<file path="src/rtl/irq_ctrl_pkg.sv">
`default_nettype none
// +----------------------------------------------------------------------------+
// | Package  : irq_ctrl_pkg                                                    |
// | Purpose  : Shared constants and types for the machine-level interrupt      |
// |            controller: register offsets, mcause codes, mip bit positions,  |
// |            arbiter state encoding and the fixed-priority cause helper.     |
// | Revision : 1.0 - initial release                                           |
// +----------------------------------------------------------------------------+
package irq_ctrl_pkg;

   // Register byte offsets on the register bus
   localparam logic [15:0] OFF_MSIP        = 16'h0000;
   localparam logic [15:0] OFF_MTIMECMP_LO = 16'h4000;
   localparam logic [15:0] OFF_MTIMECMP_HI = 16'h4004;
   localparam logic [15:0] OFF_MTIME_LO    = 16'hBFF8;
   localparam logic [15:0] OFF_MTIME_HI    = 16'hBFFC;

   // mcause values for asynchronous interrupts
   localparam logic [31:0] INT_CAUSE_MEI = 32'h8000_000B;
   localparam logic [31:0] INT_CAUSE_MSI = 32'h8000_0003;
   localparam logic [31:0] INT_CAUSE_MTI = 32'h8000_0007;

   // mip bit indices
   localparam int MIP_MSIP = 3;
   localparam int MIP_MTIP = 7;
   localparam int MIP_MEIP = 11;

   typedef enum logic [1:0] {
      ST_IDLE = 2'd0,
      ST_REQ  = 2'd1,
      ST_WAIT = 2'd2
   } irq_state_e;

   // Fixed priority MEI > MSI > MTI. Only called when at least one enabled
   // source is pending, so "neither MEI nor MSI" means MTI.
   function automatic logic [31:0] prio_cause(input logic mei, input logic msi);
      if (mei) begin
         return INT_CAUSE_MEI;
      end else if (msi) begin
         return INT_CAUSE_MSI;
      end
      return INT_CAUSE_MTI;
   endfunction

endpackage
`default_nettype wire

</file>
<file path="src/rtl/irq_timer.sv">
`default_nettype none
// +----------------------------------------------------------------------------+
// | Module   : irq_timer                                                       |
// | Purpose  : mtime/mtimecmp timer with prescaler, MTIP compare and the       |
// |            combinational read mux for its four register words.            |
// | Ports    : clk, rst_n       - clock, synchronous active-low reset           |
// |            bus_we_i         - register write strobe                        |
// |            bus_addr_i       - byte address                                 |
// |            bus_wdata_i      - write data                                   |
// |            rdata_o          - read data for this block's words, else 0     |
// |            mtip_o           - mtime >= mtimecmp                            |
// | Revision : 1.0 - initial release                                           |
// +----------------------------------------------------------------------------+
module irq_timer
   import irq_ctrl_pkg::*;
#(
   parameter int PRESCALE = 1,
   parameter int ADDR_W   = 16
) (
   input  logic              clk,
   input  logic              rst_n,
   input  logic              bus_we_i,
   input  logic [ADDR_W-1:0] bus_addr_i,
   input  logic [31:0]       bus_wdata_i,
   output logic [31:0]       rdata_o,
   output logic              mtip_o
);

   localparam int            PW         = (PRESCALE > 1) ? $clog2(PRESCALE) : 1;
   localparam logic [PW-1:0] PRESC_LAST = PW'(PRESCALE - 1);

   logic [PW-1:0] presc_q, presc_d;
   logic [63:0]   mtime_q, mtime_d;
   logic [63:0]   mtimecmp_q, mtimecmp_d;

   logic w_tick;
   logic w_sel_cmp_lo, w_sel_cmp_hi, w_sel_time_lo, w_sel_time_hi;

   assign w_sel_cmp_lo  = (bus_addr_i == ADDR_W'(OFF_MTIMECMP_LO));
   assign w_sel_cmp_hi  = (bus_addr_i == ADDR_W'(OFF_MTIMECMP_HI));
   assign w_sel_time_lo = (bus_addr_i == ADDR_W'(OFF_MTIME_LO));
   assign w_sel_time_hi = (bus_addr_i == ADDR_W'(OFF_MTIME_HI));

   assign w_tick = (presc_q == PRESC_LAST);

   always_comb begin
      presc_d    = w_tick ? '0 : presc_q + 1'b1;
      mtime_d    = w_tick ? mtime_q + 64'd1 : mtime_q;
      mtimecmp_d = mtimecmp_q;
      // A software write to an mtime half overrides the increment; the other
      // half keeps its old value so no carry crosses between halves.
      if (bus_we_i && w_sel_time_lo) begin
         mtime_d = {mtime_q[63:32], bus_wdata_i};
      end
      if (bus_we_i && w_sel_time_hi) begin
         mtime_d = {bus_wdata_i, mtime_q[31:0]};
      end
      if (bus_we_i && w_sel_cmp_lo) begin
         mtimecmp_d[31:0] = bus_wdata_i;
      end
      if (bus_we_i && w_sel_cmp_hi) begin
         mtimecmp_d[63:32] = bus_wdata_i;
      end
   end

   always_ff @(posedge clk) begin
      if (!rst_n) begin
         presc_q    <= '0;
         mtime_q    <= 64'd0;
         mtimecmp_q <= 64'hFFFF_FFFF_FFFF_FFFF;
      end else begin
         presc_q    <= presc_d;
         mtime_q    <= mtime_d;
         mtimecmp_q <= mtimecmp_d;
      end
   end

   assign mtip_o = (mtime_q >= mtimecmp_q);

   always_comb begin
      rdata_o = 32'd0;
      if (w_sel_cmp_lo)  rdata_o = mtimecmp_q[31:0];
      if (w_sel_cmp_hi)  rdata_o = mtimecmp_q[63:32];
      if (w_sel_time_lo) rdata_o = mtime_q[31:0];
      if (w_sel_time_hi) rdata_o = mtime_q[63:32];
   end

endmodule
`default_nettype wire

</file>
<file path="src/rtl/irq_ctrl.sv">
`default_nettype none
// +----------------------------------------------------------------------------+
// | Module   : irq_ctrl                                                        |
// | Purpose  : Machine-level interrupt source and scheduler. Holds msip,       |
// |            synchronises the external line, arbitrates pending enabled      |
// |            sources and issues one request at a time to clint.             |
// | Ports    : clk, rst_n             - clock, synchronous active-low reset     |
// |            bus_we/re/addr/wdata   - register bus write/read               |
// |            bus_rdata              - registered read data (1 cycle)         |
// |            irq_ext_i              - async external interrupt level         |
// |            csr_mie                - mie CSR                                |
// |            global_interrupt_enable- mstatus.MIE                            |
// |            hold_i                 - clint busy with a trap sequence        |
// |            irq_ack                - clint accepted the request             |
// |            irq_req / irq_cause    - request and its mcause value           |
// |            mip_o                  - live mip (bits 3, 7, 11)              |
// | Revision : 1.0 - initial release                                           |
// +----------------------------------------------------------------------------+
module irq_ctrl
   import irq_ctrl_pkg::*;
#(
   parameter int PRESCALE = 1,
   parameter int ADDR_W   = 16
) (
   input  logic              clk,
   input  logic              rst_n,
   input  logic              bus_we,
   input  logic              bus_re,
   input  logic [ADDR_W-1:0] bus_addr,
   input  logic [31:0]       bus_wdata,
   output logic [31:0]       bus_rdata,
   input  logic              irq_ext_i,
   input  logic [31:0]       csr_mie,
   input  logic              global_interrupt_enable,
   input  logic              hold_i,
   input  logic              irq_ack,
   output logic              irq_req,
   output logic [31:0]       irq_cause,
   output logic [31:0]       mip_o
);

   irq_state_e  state_q, state_d;
   logic [31:0] cause_q, cause_d;
   logic [31:0] rdata_q, rdata_d;
   logic        msip_q, msip_d;
   logic [1:0]  meip_sync_q;

   logic        w_sel_msip;
   logic        w_mtip;
   logic [31:0] w_timer_rdata;
   logic [31:0] w_pending;

   irq_timer #(
      .PRESCALE (PRESCALE),
      .ADDR_W   (ADDR_W)
   ) u_timer (
      .clk         (clk),
      .rst_n       (rst_n),
      .bus_we_i    (bus_we),
      .bus_addr_i  (bus_addr),
      .bus_wdata_i (bus_wdata),
      .rdata_o     (w_timer_rdata),
      .mtip_o      (w_mtip)
   );

   assign w_sel_msip = (bus_addr == ADDR_W'(OFF_MSIP));
   assign msip_d     = (bus_we && w_sel_msip) ? bus_wdata[0] : msip_q;

   // Timer words and MSIP decode to disjoint addresses, so OR-ing is a mux.
   // Read data is sampled from the registers before this cycle's write lands.
   assign rdata_d = bus_re ? (w_timer_rdata | {31'd0, w_sel_msip & msip_q}) : rdata_q;

   always_comb begin
      mip_o           = 32'd0;
      mip_o[MIP_MEIP] = meip_sync_q[1];
      mip_o[MIP_MTIP] = w_mtip;
      mip_o[MIP_MSIP] = msip_q;
   end

   assign w_pending = mip_o & csr_mie;

   always_comb begin
      state_d = state_q;
      cause_d = cause_q;
      case (state_q)
         ST_IDLE: begin
            if (global_interrupt_enable && !hold_i && (w_pending != 32'd0)) begin
               cause_d = prio_cause(w_pending[MIP_MEIP], w_pending[MIP_MSIP]);
               state_d = ST_REQ;
            end
         end
         // Cause is frozen here until the ack, whatever the sources do.
         ST_REQ: begin
            if (irq_ack) state_d = ST_WAIT;
         end
         // Block re-issue until clint has finished the trap sequence.
         ST_WAIT: begin
            if (!hold_i) state_d = ST_IDLE;
         end
         default: state_d = ST_IDLE;
      endcase
   end

   always_ff @(posedge clk) begin
      if (!rst_n) begin
         state_q     <= ST_IDLE;
         cause_q     <= 32'd0;
         rdata_q     <= 32'd0;
         msip_q      <= 1'b0;
         meip_sync_q <= 2'b00;
      end else begin
         state_q     <= state_d;
         cause_q     <= cause_d;
         rdata_q     <= rdata_d;
         msip_q      <= msip_d;
         meip_sync_q <= {meip_sync_q[0], irq_ext_i};
      end
   end

   assign irq_req   = (state_q == ST_REQ);
   assign irq_cause = cause_q;
   assign bus_rdata = rdata_q;

endmodule
`default_nettype wire

</file>
<file path="config.mk">
export PLATFORM = sky130hd
export DESIGN_NAME = irq_ctrl
export DESIGN_NICKNAME = d
export VERILOG_FILES = /design/src/rtl/irq_ctrl_pkg.sv /design/src/rtl/irq_timer.sv /design/src/rtl/irq_ctrl.sv
export SDC_FILE = /design/constraint.sdc
export NUM_CORES = 1
export LEC_CHECK = 0
export CAP_MARGIN = 40
export CORE_ASPECT_RATIO = 1.75
export CORE_MARGIN = 2
export CORE_UTILIZATION = 25
export DETAILED_ROUTE_END_ITERATION = 7
export PLACE_DENSITY_LB_ADDON = 0.3
export SLEW_MARGIN = 5
export SYNTH_ARGS = -nofsm -noshare
export SYNTH_HDL_FRONTEND = slang
export SYNTH_HIERARCHICAL = 1
export SYNTH_SLANG_ARGS = --single-unit
</file>
<file path="constraint.sdc">
create_clock -name clk -period 6.7 [get_ports clk]
set_input_delay 1.34 -clock clk [delete_from_list [all_inputs] [get_ports clk]]
set_output_delay 1.34 -clock clk [all_outputs]
set_load 0.005 [all_outputs]
</file>
==> impl_metrics.yaml, run 1 <==
synthesis:
  ys_ff_latch: 169
  synthDistinctLibCells: 75
  avgSynthCellArea_um2: 8.14
  synth-main-ff-cell: "dfxtp_1"
  synth_edf_count: 0
  synth_area_um2: 10900
  ys_seq_area_frac: 0.312
  synthCells: 1334
  synth_warnings: 6
  async_flop_share: 0
hold_path:
  min_path_type: "reg -> reg"
  min_to: "meip_sync_q[1]$_SDFF_PN0_"
  hold_start: "meip_sync_q[0]$_SDFF_PN0_"
  hold_depth: 1
route:
  dr.pass1.iters: 5
  drc: 0
  drtIter0Drc: 636
  routedWlPerCell_um: 19.7
  viasPerCell: 5.23
  ant_nets: 0
  totalWireLength_mm: 38.8
  vias: 10295
pwr:
  p_leak_nw: 5.19
  clkPwrFrac: 0.460
  p_sw_mw: 0.568
  p_int_mw: 1.69
  p_sw_frac: 0.252
  vdd_drop_max_mv: 0.180
  power_mw: 2.26
  p_comb_frac: 0.081
  sequentialPowerShare: 0.459
  powerDensity_nw_per_um2: 177
run:
  maxCapViolCount: 0
grt:
  grt_pass1_wl_mm: 58.9
  grt_use_total: 0.170
  grt_pass1_vias: 10119
  grt_overflow: 0
  antenna_found_initial: 0
  grt_max_degree: 83
worst_setup_path:
  start_kind: "flop"
  crit_required_ns: 5.36
  crit_fanout: 7
  ff2ff_setup_slack_ns: 3.30
  worstReg2RegEnd: "state_q[0]$_SDFFE_PN0P_"
  critPathCaptureType: "output pin"
  r2r-start: "u_timer/mtime_q[29]$_SDFFE_PN0P_"
  critPathKind: "reg -> out"
  reg2reg_depth: 11
  critical_path_arrival_ns: 3.63
run_status:
  status: "completed"
clock_network:
  worstSkewPairLatency_ns: 0.45
  cts-root-buf: "clkbuf_16"
  ctsHoldBuffers: 0
  cts_sinks: 169
  clockBufferDepth: 2
  cts_buffers: 17
  cts_resized: 0
  cts_setup_buffers: 0
  tritoncts: "done"
  h-tree-depth: 4
  path_clk_slew_ns: 0.07
cells_and_area:
  final_core_util: 0.296
  fin_area_um2: 12700
  nets: 1544
  final_layout_size_suffix_gt1_frac: 0.0556
  num_antenna_cells: 0
  syn2layout_area_growth_pct: 17.5
  register_area_um2: 3380
  multi_input_area_um2: 6620
  fillers: 4624
placement:
  finalWeightedCongestion: 0.873
  portBuffers: 99
  dp.final_hpwl_mm: 28.3
  place_area_um2: 12200
floorplanning:
  start_util: 0.252
  core-area_um2: 43100
  dieArea_um2: 45200
  chipHeight_um: 280
  ios: 185
  rows: 101
  die_x_um: 162
sta:
  layout_worst_path_cycle_share: 0.742
  rsz0062_at_grt: "false"
  holdWs_ns: 0.435
  fin_setup_tns_ns: 0
  finClkSkew_ns: 0.00677
  period_minus_slack_ns: 4.97
  slew_headroom: 0.389
  slew_violations: 0
  setup_violations: 0
  hold_viol: 0
  fmax_ghz: 0.201
  worstMarginPinSlew_ns: 0.897
## layout make-up
class                   instances  share of cell area
multi-input cells            1005               0.519
flip-flops and latches        169               0.265
repair buffers                119              0.0905
well taps                     566              0.0555
clock buffers                  22              0.0364
inverters                      79              0.0233
clock inverters                 9             0.00962
## layer usage
| metal | share of wire | track usage | up-vias |
|---|---|---|---|
| li1 | - | - | 4868 |
| met1 | 0.35 | 0.167 | 4972 |
| met2 | 0.56 | 0.337 | 360 |
| met3 | 0.040 | 0.0253 | 95 |
| met4 | 0.047 | 0.0895 | 0 |
| met5 | 0 | 0 | - |
## kinds of logic after synthesis
kind of cell	count (synthesis)	share of synthesized area
and+or+nand+nor	423	0.207
AOI/OAI and AO/OA	373	0.224
buffers and inverters	215	0.0997
DFF	169	0.312
muxes	77	0.0733
adders and majority gates	65	0.0749
xor gates and xnor gates	10	0.00807
other	2	0.000692
## power by group through the flow
stage | clock, mW | combinational (mW) | sequential, mW
6_report | 1.04 | 0.182 | 1.04
5_1_grt | 1.10 | 0.198 | 1.04
3_5_place_dp | 0 | 0.182 | 1.06
2_1_floorplan | 0 | 0.121 | 1.05
4_1_cts | 1.07 | 0.183 | 1.04
3_3_place_gp | 0 | 0.179 | 1.06
## critical path, cell delays in order, from the launching register on
cell and delay (ns):
dfxtp_1 0.40, ha_1 0.34, nand4_1 0.21, nor4_1 0.55, nand2_1 0.14, a32oi_1 0.35, a41oi_1 0.11, o21ai_0 0.48
clkdlybuf4s50_1 0.60
## flip-flops by register name, indices dropped and copies added (netlist names)
register            flops
bus_rdata              32
irq_cause               3
meip_sync_q             2
msip_q                  1
state_q                 2
u_timer/mtime_q        64
u_timer/mtimecmp_q     64
u_timer/presc_q         1
## placed cells by master, fill, tap and decap left out, types with 4 or more instances in the layout
| master | count |
|---|---|
| mux2i_1 | 74 |
| a21oi_1 | 90 |
| o22ai_1 | 32 |
| a211oi_1 | 9 |
| or3_1 | 12 |
| nor3_2 | 4 |
| clkinv_2 | 5 |
| buf_4 | 19 |
| clkbuf_16 | 17 |
| nand3b_1 | 4 |
| conb_1 | 57 |
| o21ai_0 | 73 |
| and4_1 | 8 |
| o211ai_1 | 66 |
| dfxtp_1 | 169 |
| ha_1 | 65 |
| xnor2_1 | 10 |
| and3_1 | 4 |
| nor3_1 | 27 |
| a311oi_1 | 6 |
| nand4_1 | 35 |
| o21a_1 | 38 |
| nor2_1 | 48 |
| nor4b_1 | 4 |
| inv_1 | 78 |
| nand3_1 | 38 |
| nand2_1 | 141 |
| a21o_1 | 8 |
| and2_1 | 8 |
| nor2b_1 | 42 |
| o221ai_1 | 5 |
| nor4_1 | 24 |
| clkdlybuf4s50_1 | 96 |
| o31ai_1 | 9 |
## synthesized netlist by cell type (all sizes together), types with 3 or more instances
cell	number	area [um2]
a211oi	9	67.6
and2	9	56.3
and4	8	70.1
and3	4	25.0
a2bb2oi	3	26.3
o21ai	74	374
nand2b	3	18.8
inv	78	293
o21a	38	285
nor4b	5	58.8
nand3b	4	30.0
nor2b	42	263
nand4	37	253
buf	81	579
dfxtp	169	3380
or4	4	33.8
o2111ai	3	26.3
clkbuf	55	206
a41oi	3	26.3
o22ai	32	200
a311oi	6	52.6
a221oi	3	26.3
o31a	3	26.3
o31ai	9	67.6
nor4	26	184
a31oi	3	18.8
a21o	8	60.1
nand3	38	190
mux2i	77	796
o221ai	6	58.8
ha	65	813
o211ai	66	495
or3	12	75.1
nor3	32	181
nor2	49	184
a41o	3	30.0
nand2	141	529
or2	3	18.8
xnor2	10	87.6
a21oi	91	467
## how the worst max path moves through the flow
stage / endpoint / slack, ns / start / cells after the start
finish: mip_o[7] / 1.73 / u_timer/mtime_q[29]$_SDFFE_PN0P_ / 8
global route: mip_o[7] / 1.61 / u_timer/mtime_q[29]$_SDFFE_PN0P_ / 8
floorplan: bus_rdata[10]$_SDFFE_PN0P_ / 3.42 / bus_addr[0] / 9
detailed placement: mip_o[7] / 2.25 / u_timer/mtime_q[29]$_SDFFE_PN0P_ / 8
global placement: u_timer/mtime_q[4]$_SDFFE_PN0P_ / 2.07 / bus_addr[4] / 7
CTS: mip_o[7] / 1.74 / u_timer/mtime_q[29]$_SDFFE_PN0P_ / 8
## through the flow
step | worst slack, ns | std cells
2_1_floorplan | 3.42 | 1389
3_3_place_gp | 2.07 | 1934
3_5_place_dp | 2.25 | 1938
4_1_cts | 1.74 | 1969
5_1_grt | 1.61 | 1969
6_report | 1.73 | 1969
Power figures use the tool's default switching activity.
==> run 2, diff against run 1 <==
==> constraint.sdc (replaced) <==
create_clock -name clk -period 5.1 [get_ports clk]
set_input_delay 1.02 -clock clk [delete_from_list [all_inputs] [get_ports clk]]
set_output_delay 1.02 -clock clk [all_outputs]
set_load 0.005 [all_outputs]
==> run 2 against run 1 <==
- cell count grew 0.61%
- routed wire length shrank 0.13%
- via count shrank 0.38%
- critical path type unchanged
==> impl_metrics.yaml, run 2 (synthesized netlist as in run 1, its figures left out) <==
run_status:
  status: "completed"
worst_setup_path:
  crit_required_ns: 4.08
  critical_path_arrival_ns: 3.58
  critPathCaptureType: "output pin"
  start_kind: "flop"
  crit_path_start: "u_timer/mtime_q[26]$_SDFFE_PN0P_"
  crit_slowest_cell: "clkdlybuf4s50_1"
  crit_chain: "ha_1 > nand4_1 > nor4_1 > nand2_1 > a32oi_1 > a41oi_1 > o21ai_0 > clkdlybuf4s50_1"
  critPathKind: "reg -> out"
  cpPeakStageDelay_ns: 0.61
  cp_num_buf_inv: 1
  r2r-start: "u_timer/mtime_q[26]$_SDFFE_PN0P_"
  critical-path-top-delay-family: "compound AO/OA/AOI/OAI gates"
  crit_fanout: 8
clock_network:
  path_clk_slew_ns: 0.06
  cts_resized: 0
  h-tree-depth: 4
  worstSkewPairLatency_ns: 0.44
  clockBufferDepth: 2
  cts_sinks: 169
  tritoncts: "done"
  cts_setup_buffers: 0
  cts_buffers: 17
  ctsHoldBuffers: 0
  cts-root-buf: "clkbuf_16"
route:
  viasPerCell: 5.18
  drc: 0
  routedWlPerCell_um: 19.6
  dr.pass1.iters: 5
  drtIter0Drc: 654
  totalWireLength_mm: 38.8
  ant_nets: 0
  vias: 10256
sta:
  slew_headroom: 0.401
  rsz0062_at_grt: "false"
  hold_viol: 0
  layout_worst_path_cycle_share: 0.901
  holdWs_ns: 0.436
  period_minus_slack_ns: 4.60
  slew_violations: 0
  fmax_ghz: 0.218
  worstMarginPinSlew_ns: 0.880
  setup_violations: 0
  fin_setup_tns_ns: 0
  finClkSkew_ns: 0.00544
grt:
  grt_use_total: 0.171
  grt_pass1_vias: 10132
  grt_overflow: 0
  antenna_found_initial: 0
  grt_pass1_wl_mm: 59.0
  grt_max_degree: 68
placement:
  dp.final_hpwl_mm: 28.8
  place_inst: 1949
  portBuffers: 99
  finalWeightedCongestion: 0.882
  place_area_um2: 12200
pwr:
  powerDensity_nw_per_um2: 236
  p_leak_nw: 5.27
  vdd_drop_max_mv: 0.230
floorplanning:
  rows: 101
  chipHeight_um: 280
  die_x_um: 162
  ios: 185
  dieArea_um2: 45200
  start_util: 0.252
  core-area_um2: 43100
cells_and_area:
  final_layout_size_suffix_gt1_frac: 0.0622
  most-common-layout-cells: "dfxtp_1 (169), nand2_1 (141), clkdlybuf4s50_1 (96)"
  final_common_cell: "dfxtp_1"
  syn2layout_area_growth_pct: 18.5
  num_antenna_cells: 0
  nets: 1555
  post_layout_nonfiller_instances: 1981
  final_core_util: 0.299
  fillers: 4613
  fin_area_um2: 12900
hold_path:
  min_path_type: "reg -> reg"
  hold_start: "meip_sync_q[0]$_SDFF_PN0_"
run:
  maxCapViolCount: 0
==> run 2: metrics by stage <==
step,total power [mW],setup WS [ns]
finish,3.03,0.504
floorplan,1.54,2.14
global route,3.15,0.376
global placement,1.63,1.07
CTS,3.08,0.526
detailed placement,1.63,1.02
==> run 2: where the power goes <==
group	internal (mW)	switching (mW)	total [mW]
Combinational	0.0970	0.144	0.241
Clock	0.870	0.561	1.43
Sequential	1.33	0.0276	1.36
Total	2.30	0.733	3.03
==> run 2: worst reg2reg max path, stage by stage (launching register included) <==
cell and delay [ns]:
dfxtp_1 0.40, ha_1 0.32, nand4_1 0.21, nor4_1 0.55
nand2_1 0.12, a32oi_1 0.30, a41oi_1 0.10, o21ai_0 0.52
nand2_1 0.29, a21oi_4 0.25, a21oi_1 0.06, nor3b_1 0.17
==> run 2: worst paths after layout <==
check	endpoint	slack, ns	cells past startpoint
min reg2reg	meip_sync_q[1]$_SDFF_PN0_	0.44	1
max	mip_o[7]	0.50	8
min	meip_sync_q[1]$_SDFF_PN0_	0.44	1
max reg2reg	state_q[0]$_SDFFE_PN0P_	1.74	11
==> run 2: final cells by class <==
type / count / area (um2) / area share
clock buffer: 24 / 492 / 0.0382
tap: 566 / 708 / 0.0550
sequential: 169 / 3380 / 0.263
clock inverter: 8 / 140 / 0.0109
inverter: 79 / 297 / 0.0231
timing repair buffer: 130 / 1230 / 0.0956
multi-input combinational: 1005 / 6620 / 0.514
==> run 2: per-layer routing <==
metal / vias to the layer above / global-route usage / part of all wire
met2: 383 / 0.326 / 0.54
met4: 0 / 0.111 / 0.061
met3: 99 / 0.0256 / 0.042
met1: 4884 / 0.168 / 0.36
met5: - / 0 / 0
li1: 4890 / - / -
==> run 3, diff against run 2 <==
--- a/config.mk
+++ b/config.mk
@@ -10,6 +10,7 @@
 export CORE_MARGIN = 2
 export CORE_UTILIZATION = 25
 export DETAILED_ROUTE_END_ITERATION = 7
+export HOLD_SLACK_MARGIN = 0.06
 export PLACE_DENSITY_LB_ADDON = 0.3
 export SLEW_MARGIN = 5
 export SYNTH_ARGS = -nofsm -noshare
==> results of run 3 <==
No change in the layout: final DEF, timing and power equal those of run 2.
